<file path="config.mk">
export PLATFORM = sky130hd
export DESIGN_NAME = dsp_slice_lanes
export DESIGN_NICKNAME = d
export VERILOG_FILES = /design/src/rtl/dsp_pkg.sv /design/src/rtl/dsp_slice_lanes_lane.sv /design/src/rtl/dsp_slice_lanes.sv
export SDC_FILE = /design/constraint.sdc
export NUM_CORES = 2
export LEC_CHECK = 0
export BUFFER_PORTS_ARGS = -buffer_cell sky130_fd_sc_hd__buf_2
export CORE_ASPECT_RATIO = 1.25
export CORE_MARGIN = 2
export CORE_UTILIZATION = 58
export CTS_CLUSTER_DIAMETER = 30
export CTS_CLUSTER_SIZE = 14
export DETAILED_ROUTE_END_ITERATION = 8
export GPL_ROUTABILITY_DRIVEN = 0
export PLACE_DENSITY = 0.85
export SLEW_MARGIN = 25
export SYNTH_ARGS = -nofsm -noshare
export SYNTH_HDL_FRONTEND = slang
export SYNTH_SLANG_ARGS = --single-unit
</file>
<file path="constraint.sdc">
create_clock -name clk -period 5.2 [get_ports clk]
set_input_delay 1.04 -clock clk [delete_from_list [all_inputs] [get_ports clk]]
set_output_delay 1.04 -clock clk [all_outputs]
set_load 0.02 [all_outputs]
</file>
<file path="src/rtl/dsp_pkg.sv">
`default_nettype none
// ============================================================================
// Module      : dsp_pkg
// Description : Shared mode encodings, accumulation FSM state type and signed
//               saturation helpers for the multi-lane DSP slice.
// Revision    : 1.0 - initial release
// ============================================================================
package dsp_pkg;

   localparam logic [1:0] MODE_ADD = 2'b00;
   localparam logic [1:0] MODE_MUL = 2'b01;
   localparam logic [1:0] MODE_MAC = 2'b10;
   localparam logic [1:0] MODE_DOT = 2'b11;

   typedef enum logic [0:0] {
      ST_IDLE  = 1'b0,
      ST_ACCUM = 1'b1
   } acc_state_t;

   // Clamp a wide signed value into the signed range of a w-bit number.
   // Callers keep the low w bits of the result.
   function automatic logic signed [63:0] sat_val(input logic signed [63:0] v,
                                                  input int unsigned w);
      logic signed [63:0] hi;
      logic signed [63:0] lo;
      hi = (64'sd1 <<< (w - 1)) - 64'sd1;
      lo = -(64'sd1 <<< (w - 1));
      if (v > hi)
         return hi;
      else if (v < lo)
         return lo;
      else
         return v;
   endfunction

   // True when sat_val would have clamped the value.
   function automatic logic sat_hit(input logic signed [63:0] v,
                                    input int unsigned w);
      logic signed [63:0] hi;
      logic signed [63:0] lo;
      hi = (64'sd1 <<< (w - 1)) - 64'sd1;
      lo = -(64'sd1 <<< (w - 1));
      return (v > hi) || (v < lo);
   endfunction

endpackage
`default_nettype wire

</file>
<file path="src/rtl/dsp_slice_lanes_lane.sv">
`default_nettype none
// ============================================================================
// Module      : dsp_lane
// Description : One DSP lane: operand registers, registered product and sum,
//               and a saturating per-lane accumulator driven by the top FSM.
// Revision    : 1.0 - initial release
// ============================================================================
module dsp_lane
   import dsp_pkg::*;
#(
   parameter int DWIDTH = 8,
   parameter int ACCW   = 24
) (
   input  logic                  clk,
   input  logic                  reset,
   input  logic [DWIDTH-1:0]     a_in,
   input  logic [DWIDTH-1:0]     b_in,
   input  logic                  acc_load,
   input  logic                  acc_en,
   input  logic [ACCW-1:0]       acc_in,
   output logic [2*DWIDTH-1:0]   prod,
   output logic [DWIDTH:0]       sum,
   output logic [ACCW-1:0]       acc,
   output logic                  acc_sticky
);

   logic signed [DWIDTH-1:0]   a_q;
   logic signed [DWIDTH-1:0]   b_q;
   logic signed [2*DWIDTH-1:0] prod_q;
   logic signed [DWIDTH:0]     sum_q;
   logic signed [ACCW-1:0]     acc_q;
   logic                       sticky_q;

   logic signed [ACCW-1:0]     acc_in_s;
   logic signed [63:0]         acc_wide;
   logic signed [63:0]         acc_clamped;
   logic                       acc_clip;

   assign acc_in_s    = acc_in;
   assign acc_wide    = 64'(acc_q) + 64'(acc_in_s);
   assign acc_clamped = sat_val(acc_wide, ACCW);
   assign acc_clip    = sat_hit(acc_wide, ACCW);

   // S1: capture the lane operands.
   always_ff @(posedge clk) begin
      if (reset) begin
         a_q <= '0;
         b_q <= '0;
      end else begin
         a_q <= a_in;
         b_q <= b_in;
      end
   end

   // S2: full-precision signed product and one-bit-wider signed sum.
   always_ff @(posedge clk) begin
      if (reset) begin
         prod_q <= '0;
         sum_q  <= '0;
      end else begin
         prod_q <= $signed({{DWIDTH{a_q[DWIDTH-1]}}, a_q}) *
                   $signed({{DWIDTH{b_q[DWIDTH-1]}}, b_q});
         sum_q  <= $signed({a_q[DWIDTH-1], a_q}) + $signed({b_q[DWIDTH-1], b_q});
      end
   end

   // Accumulator: a load starts a fresh run (clearing the sticky clamp flag),
   // an enable adds with saturation and remembers any clamp.
   always_ff @(posedge clk) begin
      if (reset) begin
         acc_q    <= '0;
         sticky_q <= 1'b0;
      end else if (acc_load) begin
         acc_q    <= acc_in_s;
         sticky_q <= 1'b0;
      end else if (acc_en) begin
         acc_q    <= acc_clamped[ACCW-1:0];
         sticky_q <= sticky_q | acc_clip;
      end
   end

   assign prod       = prod_q;
   assign sum        = sum_q;
   assign acc        = acc_q;
   assign acc_sticky = sticky_q;

endmodule
`default_nettype wire

</file>
<file path="src/rtl/dsp_slice_lanes.sv">
`default_nettype none
// ============================================================================
// Module      : dsp_slice_lanes
// Description : Pipelined multi-lane signed DSP slice (add / mul / mac / dot)
//               with saturating results and a shared accumulation FSM.
// Revision    : 1.0 - initial release
// ============================================================================
module dsp_slice_lanes
   import dsp_pkg::*;
#(
   parameter int DWIDTH = 8,
   parameter int LANES  = 4,
   parameter int ACCW   = 24,
   parameter int CNTW   = 16
) (
   input  logic                      clk,
   input  logic                      reset,
   input  logic                      in_valid,
   input  logic [1:0]                mode,
   input  logic [CNTW-1:0]           acc_len,
   input  logic [LANES*DWIDTH-1:0]   a_in,
   input  logic [LANES*DWIDTH-1:0]   b_in,
   output logic                      out_valid,
   output logic                      out_last,
   output logic [LANES*DWIDTH-1:0]   c_out,
   output logic [LANES-1:0]          sat_flag
);

   // Control pipeline alongside the lane data registers.
   logic            s1_valid, s2_valid;
   logic [1:0]      s1_mode, s2_mode;
   logic [CNTW-1:0] s1_len, s2_len;

   // Lane results.
   logic signed [2*DWIDTH-1:0] prod_w   [LANES];
   logic signed [DWIDTH:0]     sum_w    [LANES];
   logic signed [ACCW-1:0]     acc_w    [LANES];
   logic                       sticky_w [LANES];
   logic signed [ACCW-1:0]     acc_in_w [LANES];

   // FSM state and stage-3 pending result registers.
   acc_state_t              state;
   logic [1:0]              acc_mode;
   logic [CNTW-1:0]         len_q;
   logic [CNTW-1:0]         count;
   logic                    p_valid;
   logic                    p_last;
   logic                    p_dot;
   logic [LANES*DWIDTH-1:0] p_res;
   logic [LANES-1:0]        p_flag;

   // Decode of the beat currently in S2.
   logic            acc_load, acc_en, start, emit, addmul;
   logic [CNTW-1:0] len_eff, cnt_next;
   logic signed [ACCW-1:0]  tree_w;
   logic [LANES*DWIDTH-1:0] am_res;
   logic [LANES-1:0]        am_flag;
   logic signed [63:0]      am_wide [LANES];
   logic signed [63:0]      am_sat  [LANES];
   logic [LANES*DWIDTH-1:0] em_res;
   logic [LANES-1:0]        em_flag;
   logic signed [63:0]      em_wide [LANES];
   logic signed [63:0]      em_sat  [LANES];

   // S1/S2 registers for valid, mode and accumulation length.
   always_ff @(posedge clk) begin
      if (reset) begin
         s1_valid <= 1'b0;
         s2_valid <= 1'b0;
         s1_mode  <= MODE_ADD;
         s2_mode  <= MODE_ADD;
         s1_len   <= '0;
         s2_len   <= '0;
      end else begin
         s1_valid <= in_valid;
         s2_valid <= s1_valid;
         s1_mode  <= mode;
         s2_mode  <= s1_mode;
         s1_len   <= acc_len;
         s2_len   <= s1_len;
      end
   end

   generate
      for (genvar i = 0; i < LANES; i++) begin : g_lane
         dsp_lane #(
            .DWIDTH (DWIDTH),
            .ACCW   (ACCW)
         ) u_lane (
            .clk        (clk),
            .reset      (reset),
            .a_in       (a_in[i*DWIDTH +: DWIDTH]),
            .b_in       (b_in[i*DWIDTH +: DWIDTH]),
            .acc_load   (acc_load),
            .acc_en     (acc_en),
            .acc_in     (acc_in_w[i]),
            .prod       (prod_w[i]),
            .sum        (sum_w[i]),
            .acc        (acc_w[i]),
            .acc_sticky (sticky_w[i])
         );
      end
   endgenerate

   // Dot-product tree: all lane products sign-extended to the accumulator width.
   always_comb begin
      tree_w = '0;
      for (int i = 0; i < LANES; i++)
         tree_w = tree_w + ACCW'(prod_w[i]);
   end

   // Accumulator operands: each lane takes its own product, except lane 0 in
   // dot mode, which takes the cross-lane tree sum.
   always_comb begin
      for (int i = 0; i < LANES; i++)
         acc_in_w[i] = ACCW'(prod_w[i]);
      if (s2_mode == MODE_DOT)
         acc_in_w[0] = tree_w;
   end

   // Saturated add/mul result for the beat in S2.
   always_comb begin
      am_res  = '0;
      am_flag = '0;
      for (int i = 0; i < LANES; i++) begin
         am_wide[i] = (s2_mode == MODE_MUL) ? 64'(prod_w[i]) : 64'(sum_w[i]);
         am_sat[i]  = sat_val(am_wide[i], DWIDTH);
         am_res[i*DWIDTH +: DWIDTH] = am_sat[i][DWIDTH-1:0];
         am_flag[i] = sat_hit(am_wide[i], DWIDTH);
      end
   end

   // Beat decode: start, continue or abandon an accumulation.
   always_comb begin
      acc_load = 1'b0;
      acc_en   = 1'b0;
      start    = 1'b0;
      emit     = 1'b0;
      addmul   = 1'b0;
      len_eff  = (s2_len == '0) ? CNTW'(1) : s2_len;
      cnt_next = count + CNTW'(1);
      if (s2_valid) begin
         if (!s2_mode[1]) begin
            addmul = 1'b1;
         end else if (state == ST_IDLE || s2_mode != acc_mode) begin
            acc_load = 1'b1;
            start    = 1'b1;
            emit     = (len_eff == CNTW'(1));
         end else begin
            acc_en = 1'b1;
            emit   = (cnt_next == len_q);
         end
      end
   end

   // Accumulation FSM and stage-3 pending result registers.
   always_ff @(posedge clk) begin
      if (reset) begin
         state    <= ST_IDLE;
         acc_mode <= MODE_ADD;
         len_q    <= '0;
         count    <= '0;
         p_valid  <= 1'b0;
         p_last   <= 1'b0;
         p_dot    <= 1'b0;
         p_res    <= '0;
         p_flag   <= '0;
      end else begin
         p_valid <= addmul | emit;
         p_last  <= emit;
         if (emit)
            p_dot <= (s2_mode == MODE_DOT);
         if (addmul) begin
            state  <= ST_IDLE;
            count  <= '0;
            p_res  <= am_res;
            p_flag <= am_flag;
         end else if (start) begin
            len_q    <= len_eff;
            acc_mode <= s2_mode;
            count    <= CNTW'(1);
            state    <= emit ? ST_IDLE : ST_ACCUM;
         end else if (acc_en) begin
            count <= cnt_next;
            if (emit)
               state <= ST_IDLE;
         end
      end
   end

   // Saturated accumulator view used when an accumulation result is emitted.
   always_comb begin
      em_res  = '0;
      em_flag = '0;
      for (int i = 0; i < LANES; i++) begin
         em_wide[i] = 64'(acc_w[i]);
         em_sat[i]  = sat_val(em_wide[i], DWIDTH);
         if (!p_dot || i == 0) begin
            em_res[i*DWIDTH +: DWIDTH] = em_sat[i][DWIDTH-1:0];
            em_flag[i] = sticky_w[i] | sat_hit(em_wide[i], DWIDTH);
         end
      end
   end

   // Output registers; data and flags hold between result beats.
   always_ff @(posedge clk) begin
      if (reset) begin
         out_valid <= 1'b0;
         out_last  <= 1'b0;
         c_out     <= '0;
         sat_flag  <= '0;
      end else if (p_valid) begin
         out_valid <= 1'b1;
         out_last  <= p_last;
         c_out     <= p_last ? em_res  : p_res;
         sat_flag  <= p_last ? em_flag : p_flag;
      end else begin
         out_valid <= 1'b0;
         out_last  <= 1'b0;
      end
   end

endmodule
`default_nettype wire

</file>
* Word-level counts from Yosys, hierarchy flattened
Cells that the tools add are included.
** Storage, ports and cells
- Memories :: 0
- Bits of input ports :: 85
- Word-level logic and storage cells :: 187
- Bits in read-only memories :: 0
- Bits in registers :: 414
- Bits in latches :: 0
- Output and inout port bits :: 38
- RAM bits :: 0
** Cells by class
- Eq/ne operators :: 5
- Order comparisons :: 24
- Bitwise logic cells :: 12
- Divide/modulo/power cells :: 0
- Shift operators :: 0
- Reductions and logical operators :: 22
- Add/subtract/negate cells :: 12
- $mul :: 4
- Muxes and demuxes :: 64
** Operator list (number)
- $mux 24 :: 17
- $gt 64x8->1 const B :: 4
- $lt 64x8->1 const B :: 4
- $mux 64 :: 4
- $mux 8 :: 19
- $gt 25x24->1 const B :: 4
- $lt 25x24->1 const B :: 4
- $gt 24x8->1 const B :: 4
- $lt 24x8->1 const B :: 4
- $add 24x16->25 :: 3
- $mul 8x8->16 :: 4
- $add 8x8->9 :: 4
- $mux 32 :: 1
- $add 24x24->25 :: 1
- $mux 1 :: 21
- $add 18x16->19 :: 1
- $add 17x16->18 :: 1
- $add 16x16->17 :: 1
- $add 16x1->16 const B :: 1
- $eq 16x1->1 const B :: 1
- $eq 16x16->1 :: 1
- $logic_not 16->1 :: 1
- $mux 16 :: 1
- $logic_or 1x1->1 :: 13
- 10 further kinds :: 24

* Longest topological paths before layout
- Depth in word-level cells :: 10
- Mapped depth :: 24

* Cells and area by module
Synthesis repeated with hierarchy kept, for this count alone.
** Unflattened totals
- Cell total of the unflattened synthesis :: 4056
- Area total of the unflattened synthesis :: 34413.0 um^2
** Modules (own cells, without submodules)
- dsp_lane at g_lane[2].u_lane ... :: cells an instance 746, seq. area each 1321.3 um^2, instances 2, area an instance 6401.1 um^2
- dsp_slice_lanes :: cells an instance 1097, seq. area each 3002.9 um^2, instances 1, area an instance 8951.1 um^2
- dsp_lane at g_lane[0].u_lane :: cells an instance 744, seq. area each 1321.3 um^2, instances 1, area an instance 6396.1 um^2
- dsp_lane at g_lane[1].u_lane :: cells an instance 723, seq. area each 1321.3 um^2, instances 1, area an instance 6263.5 um^2

* Worst setup path after synthesis
Ideal clock, no wire load.
- Path kind :: register to register
- Start :: register g_lane[2].u_lane.prod_q[2]
- End :: register g_lane[0].u_lane.acc_q[10]
- Setup slack :: -577 ps
- Period minus slack after synthesis :: 5777 ps
- Required time :: 5131 ps
- Stages on the path, launching flop included :: 23
- Arrival :: 5708 ps
- Library setup time :: 69 ps
- Path through :: dfxtp_1 > inv_1 > fa_1 > fa_1 > inv_1 > ha_1 > a211oi_1 > o211ai_1 > a21boi_0 > o21ai_0 > o31a_1 > o21ai_0 > a21boi_0 > ha_1 > clkbuf_1 > a21o_1 > a211oi_1 > o21ai_0 > or2_1 > o311ai_2 > buf_4 > a21oi_1 > o21ai_1
** On the way
- Word-level cells in the longest chain between the ends :: 9
- Elaborated cells on any way between the ends :: 10
- Classes of those cells :: add/sub (3); order compare (2); mux (5)
** RTL lines
- from (decl) :: line dsp_slice_lanes_lane.sv:29 : logic signed [2*DWIDTH-1:0] prod_q;
- from (signal assigned) :: line dsp_slice_lanes_lane.sv:61 : prod_q <= $signed({{DWIDTH{a_q[DWIDTH-1]}}, a_q}) *
- $add 17x16->18 (*) :: line dsp_slice_lanes.sv:109 : tree_w = tree_w + ACCW'(prod_w[i]);
- $add 18x16->19 (*) :: line dsp_slice_lanes.sv:109
- $mux 24 (*) :: line dsp_slice_lanes.sv:117 : if (s2_mode == MODE_DOT)
- $add 24x24->25 :: line dsp_slice_lanes_lane.sv:40 : assign acc_wide = 64'(acc_q) + 64'(acc_in_s);
- $lt 25x24->1 :: line dsp_pkg.sv:30 : else if (v < lo)
- $mux 24 :: line dsp_pkg.sv:30
- $mux 24 :: line dsp_pkg.sv:28 : if (v > hi)
- $mux 24 :: line dsp_slice_lanes_lane.sv:76 : end else if (acc_en) begin
- $mux 24 (*) :: line dsp_slice_lanes_lane.sv:73 : end else if (acc_load) begin
- to (signal assigned) :: line dsp_slice_lanes_lane.sv:74 : acc_q <= acc_in_s;
- to (signal assigned) :: line dsp_slice_lanes_lane.sv:77 : acc_q <= acc_clamped[ACCW-1:0];
- to (decl) :: line dsp_slice_lanes_lane.sv:31 : logic signed [ACCW-1:0] acc_q;
Every way passes the cells marked *; elsewhere a longest branch is shown, timed or not. The select of a mux whose other input is x is not followed.
A chain may end at the register's enable or synchronous reset.

* Worst setup path in the final report
- Start :: register g_lane[0].u_lane.prod_q[1]
- End :: register g_lane[0].u_lane.acc_q[15]
** On the way
- Word-level cells in the longest chain between the ends :: 10
- Elaborated cells on any way between the ends :: 11
- Classes of those cells :: add/sub (4); order compare (2); mux (5)
** RTL lines (line)
- from (decl) :: dsp_slice_lanes_lane.sv:29
- from (signal assigned) :: dsp_slice_lanes_lane.sv:61
- $add 16x16->17 :: dsp_slice_lanes.sv:109
- $add 17x16->18 :: dsp_slice_lanes.sv:109
- $add 18x16->19 :: dsp_slice_lanes.sv:109
- $mux 24 (*) :: dsp_slice_lanes.sv:117
- $add 24x24->25 :: dsp_slice_lanes_lane.sv:40
- $lt 25x24->1 :: dsp_pkg.sv:30
- $mux 24 :: dsp_pkg.sv:30
- $mux 24 :: dsp_pkg.sv:28
- $mux 24 :: dsp_slice_lanes_lane.sv:76
- $mux 24 (*) :: dsp_slice_lanes_lane.sv:73
Marks and branches as above.

==> impl_metrics.csv <==
group,metric,value,unit
placed_design,dp.cells,4656,
yosys,synthSimpleGateAreaFrac,18.1,%
drt,drc_errors,0,
final_layout,regArea,8320,um^2
clocking,cts.clk_slew.worst_paths,0.05,ns
worst_setup_path,critPathRequiredTime,5.71,ns
yosys,ys.flop_type,"dfxtp_1",
worst_setup_path,startpoint_type,"register",
final_layout,fillerInstances,3950,
worst_setup_path,crit_buf_inv,4,
timing,worst_pin_slew,1.00,ns
pwr,powerDensity,328,nW/um^2
pwr,p_leak,0.0171,uW
final_layout,stdcell_count,4806,
timing,min_period,5.56,ns
timing,period_share,107,%
drt,vias_per_cell,6.02,
clocking,cts_buffers,72,
placed_design,dp_hpwl,65800,um
floorplanning,io_pins,123,
grt,grt_pass1_wl,150000,um
drt,first_pass_iters,7,
yosys,async_flop_share,0,%
worst_hold_path,hold_path.class,"reg -> reg",
pwr,seqPwrFrac,28.4,%
grt,grt_pass1_vias,29800,
pwr,combPwrFrac,32.5,%
pwr,switching_power,4370,uW
yosys,synth_compound_area_share,18.0,%
clocking,clk-insertion-delay-late,0.66,ns
timing,final_max_slew_viol_count,0,
timing,hold_viol,0,
final_layout,multi_input_area,22700,um^2
yosys,synthDistinctLibCells,93,
drt,wire_per_inst,19.2,um
floorplanning,core,55900,um^2
yosys,synth_seq_area_share,25.3,%
floorplanning,die_w,217,um
yosys,synth_xor_area_share,5.21,%
grt,grt-ovfl-total,0,
yosys,syn-num-nets,4395,
yosys,synth_top_family_by_area,"adder cells",
pwr,swShare,35.0,%
pwr,irDropWorstVdd,245,uV
pwr,clkPwrFrac,39.1,%
clocking,cts_max_level,3,
yosys,synthesis.area,32700,um^2
timing,setup_ws,-0.358,ns
placed_design,pre_cts_ws,-0.372,ns
flow_run,max_cap_viol_count,0,
pwr,internal_power,8110,uW
worst_setup_path,slowest_delay,0.49,ns
worst_setup_path,crit_type,"reg -> reg",
timing,setup_viol,25,
floorplanning,num_rows,97,
outcome,violations,"negative setup slack",
yosys,syn_inst,3780,
grt,grt_usage,31.7,%
grt,grt_max_degree,110,
timing,finalSetupTns,-7.05,ns
drt,drt_wl_total,92000,um
clocking,root_buffer,"clkbuf_16",
final_layout,antenna_cells,0,
drt,drtIter0Drc,2650,
clocking,cts_tree,"done",
worst_setup_path,cp_max_fo,3,
yosys,synth.mux.area_fraction,0.447,%
worst_setup_path,cp.arrival,6.07,ns
yosys,synth_edf_count,0,
grt,grt_antenna_before_repair,2,
clocking,cts.sinks,414,
timing,rsz0062_at_grt,"true",
drt,ant_nets,0,
timing,max_freq,180,MHz
worst_setup_path,crit_slowest_cell,"fa_1",
worst_setup_path,path_delay_family,"compound AO/OA/AOI/OAI gates",
clocking,cts_buffer_depth,3,
yosys,synthAdderAreaFrac,26.4,%
timing,relSlewSlack,31.7,%
floorplanning,start_util,58.5,%
final_layout,nets,4620,
worst_setup_path,worstSetupEndpointType,"register",
final_layout,synthToLayoutAreaGrowth,16.0,%
outcome,status,"complete, but fails checks",
timing,skew,0.0550,ns
floorplanning,dieArea,58400,um^2
yosys,syn_area_per_cell,8.66,um^2
final_layout,drive_gt1_share,13.6,%
yosys,synth-seq-cells,414,
clocking,hold_buffers,0,
yosys,yosys_warnings,0,
floorplanning,die_y,270,um
drt,dr_total_vias,28900,
placed_design,port_buffers,122,
-- per-layer routing --
layer	share of wire (%)	vias to the layer above	GRT usage (%)
li1	-	13300	-
met1	37	13800	36.3
met2	47	1367	52.7
met3	7.8	436	6.02
met4	8.0	2	23.0
met5	0.018	-	0
-- layout by cell type, fill, tap and decap left out, types with 60 or more instances in the layout --
cell / Yosys / layout
clkbuf_16: 0 / 72
ha_1: 269 / 262
a21o_1: 82 / 82
nor2_1: 273 / 268
xor2_1: 60 / 60
and2_1: 139 / 139
a21oi_1: 211 / 195
xnor2_1: 133 / 133
nor2b_1: 156 / 153
dfxtp_1: 414 / 391
fa_1: 261 / 260
nand2_1: 315 / 315
buf_2: 9 / 121
buf_4: 5 / 151
o21ai_0: 197 / 185
inv_1: 424 / 423
-- registers in the layout, summed over array words and instances (netlist names), 2 cells and up --
signal and count:
p_res 32, s1_len 16, c_out 32, s2_mode 2, sat_flag 4, acc_mode 2
g_lane.u_lane.acc_sticky 4, p_flag 4, g_lane.u_lane.a_q 32, g_lane.u_lane.b_q 32, len_q 16, g_lane.u_lane.prod 64
s1_mode 2, g_lane.u_lane.acc 96, g_lane.u_lane.sum 36, s2_len 16, count 16
-- area by class of cell --
class                           count  area share [%]
Multi-Input combinational cell   2808            59.7
Sequential cell                   414            21.9
Clock buffer                       86            5.07
Timing Repair Buffer              285            5.04
Inverter                          424            4.19
Tap cell                          742            2.44
Clock inverter                     47            1.70
-- metrics by stage --
stage | total power [uW] | hold slack, ns | util (%) | area [um^2]
finish | 12500 | 0.429 | 67.9 | 38000
detailed placement | 7320 | 0.421 | 62.5 | 34900
global route | 13100 | 0.445 | 67.9 | 38000
floorplan | 6210 | 0.414 | - | 32800
CTS | 12300 | 0.429 | 67.5 | 37800
global placement | 7210 | 0.421 | 62.5 | 34900
-- synth_stat cells (all sizes together), types with 9 or more instances --
library cell | number | area share (%)
o22ai | 10 | 0.19
a21o | 82 | 1.9
xor2 | 61 | 1.7
nand2b | 59 | 1.1
a31oi | 21 | 0.40
nand4 | 35 | 0.67
clkbuf | 105 | 1.2
mux2i | 13 | 0.45
and2 | 140 | 2.7
o221ai | 16 | 0.43
a221oi | 18 | 0.48
o21ai | 240 | 3.7
a32oi | 12 | 0.32
o211ai | 33 | 0.76
ha | 269 | 10
a21oi | 213 | 3.3
or3 | 18 | 0.34
a211oi | 53 | 1.5
a21boi | 15 | 0.34
o21bai | 18 | 0.41
nand3b | 9 | 0.21
nand3 | 31 | 0.47
a2111oi | 11 | 0.29
o21a | 32 | 0.73
a311oi | 33 | 0.90
o31ai | 11 | 0.34
xnor2 | 133 | 3.6
nor4 | 37 | 0.79
nor3 | 49 | 0.75
and3 | 16 | 0.31
nand2 | 316 | 3.6
buf | 29 | 0.52
o2111ai | 9 | 0.24
inv | 424 | 4.9
fa | 261 | 16
nor2 | 275 | 3.2
nor2b | 156 | 3.0
dfxtp | 414 | 25
nor3b | 14 | 0.32
-- cells by family (layout without fill, tap and decap cells) --
logic type	after synthesis	after routing
AOI/OAI and AO/OA	887	887
buffers and inverters	558	842
xor gates and xnor gates	194	194
muxes	13	13
adders and majority gates	536	536
and+or+nand+nor	1178	1178
DFF	414	414
-- final timing paths --
path                            cells past startpoint                  endpoint  slack [ns]                     start
worst max-delay path                               25  g_lane[0].u_lane.acc[15]       -0.36  g_lane[0].u_lane.prod[1]
worst min-delay path                                1                 s2_len[7]        0.43                 s1_len[7]
worst max register to register                     25  g_lane[0].u_lane.acc[15]       -0.36  g_lane[0].u_lane.prod[1]
worst min register to register                      1                 s2_len[7]        0.43                 s1_len[7]
-- worst register-to-register path: stages, from the launching register on --
cell,delay (ns)
dfxtp_2,0.33
inv_2,0.04
fa_1,0.48
fa_1,0.49
inv_1,0.04
ha_2,0.19
fa_2,0.35
a211oi_2,0.25
o21a_1,0.21
o31ai_4,0.11
a2111oi_4,0.37
buf_4,0.18
o31ai_1,0.08
xnor2_1,0.15
o21ai_1,0.09
ha_2,0.22
a21oi_2,0.18
o21bai_1,0.10
a21o_1,0.18
a211oi_2,0.19
o21ai_1,0.13
or2_4,0.28
buf_6,0.13
o31ai_4,0.25
o211ai_1,0.16
a211oi_1,0.29
-- timing repair --
item,in CTS,in global routing
gates cloned,1,0
pin swaps,35,22
setup endpoints to repair,26,29
resized for setup,35,60
setup buffers,11,7
-- power groups by stage --
stage	clock [uW]	combinational, uW	sequential [uW]
5_1_grt	5060	4500	3550
3_3_place_gp	0	3640	3580
4_1_cts	4910	3910	3530
3_5_place_dp	0	3730	3580
2_1_floorplan	0	2620	3590
6_report	4880	4060	3540
No activity file was read; power rests on OpenSTA's default activity.
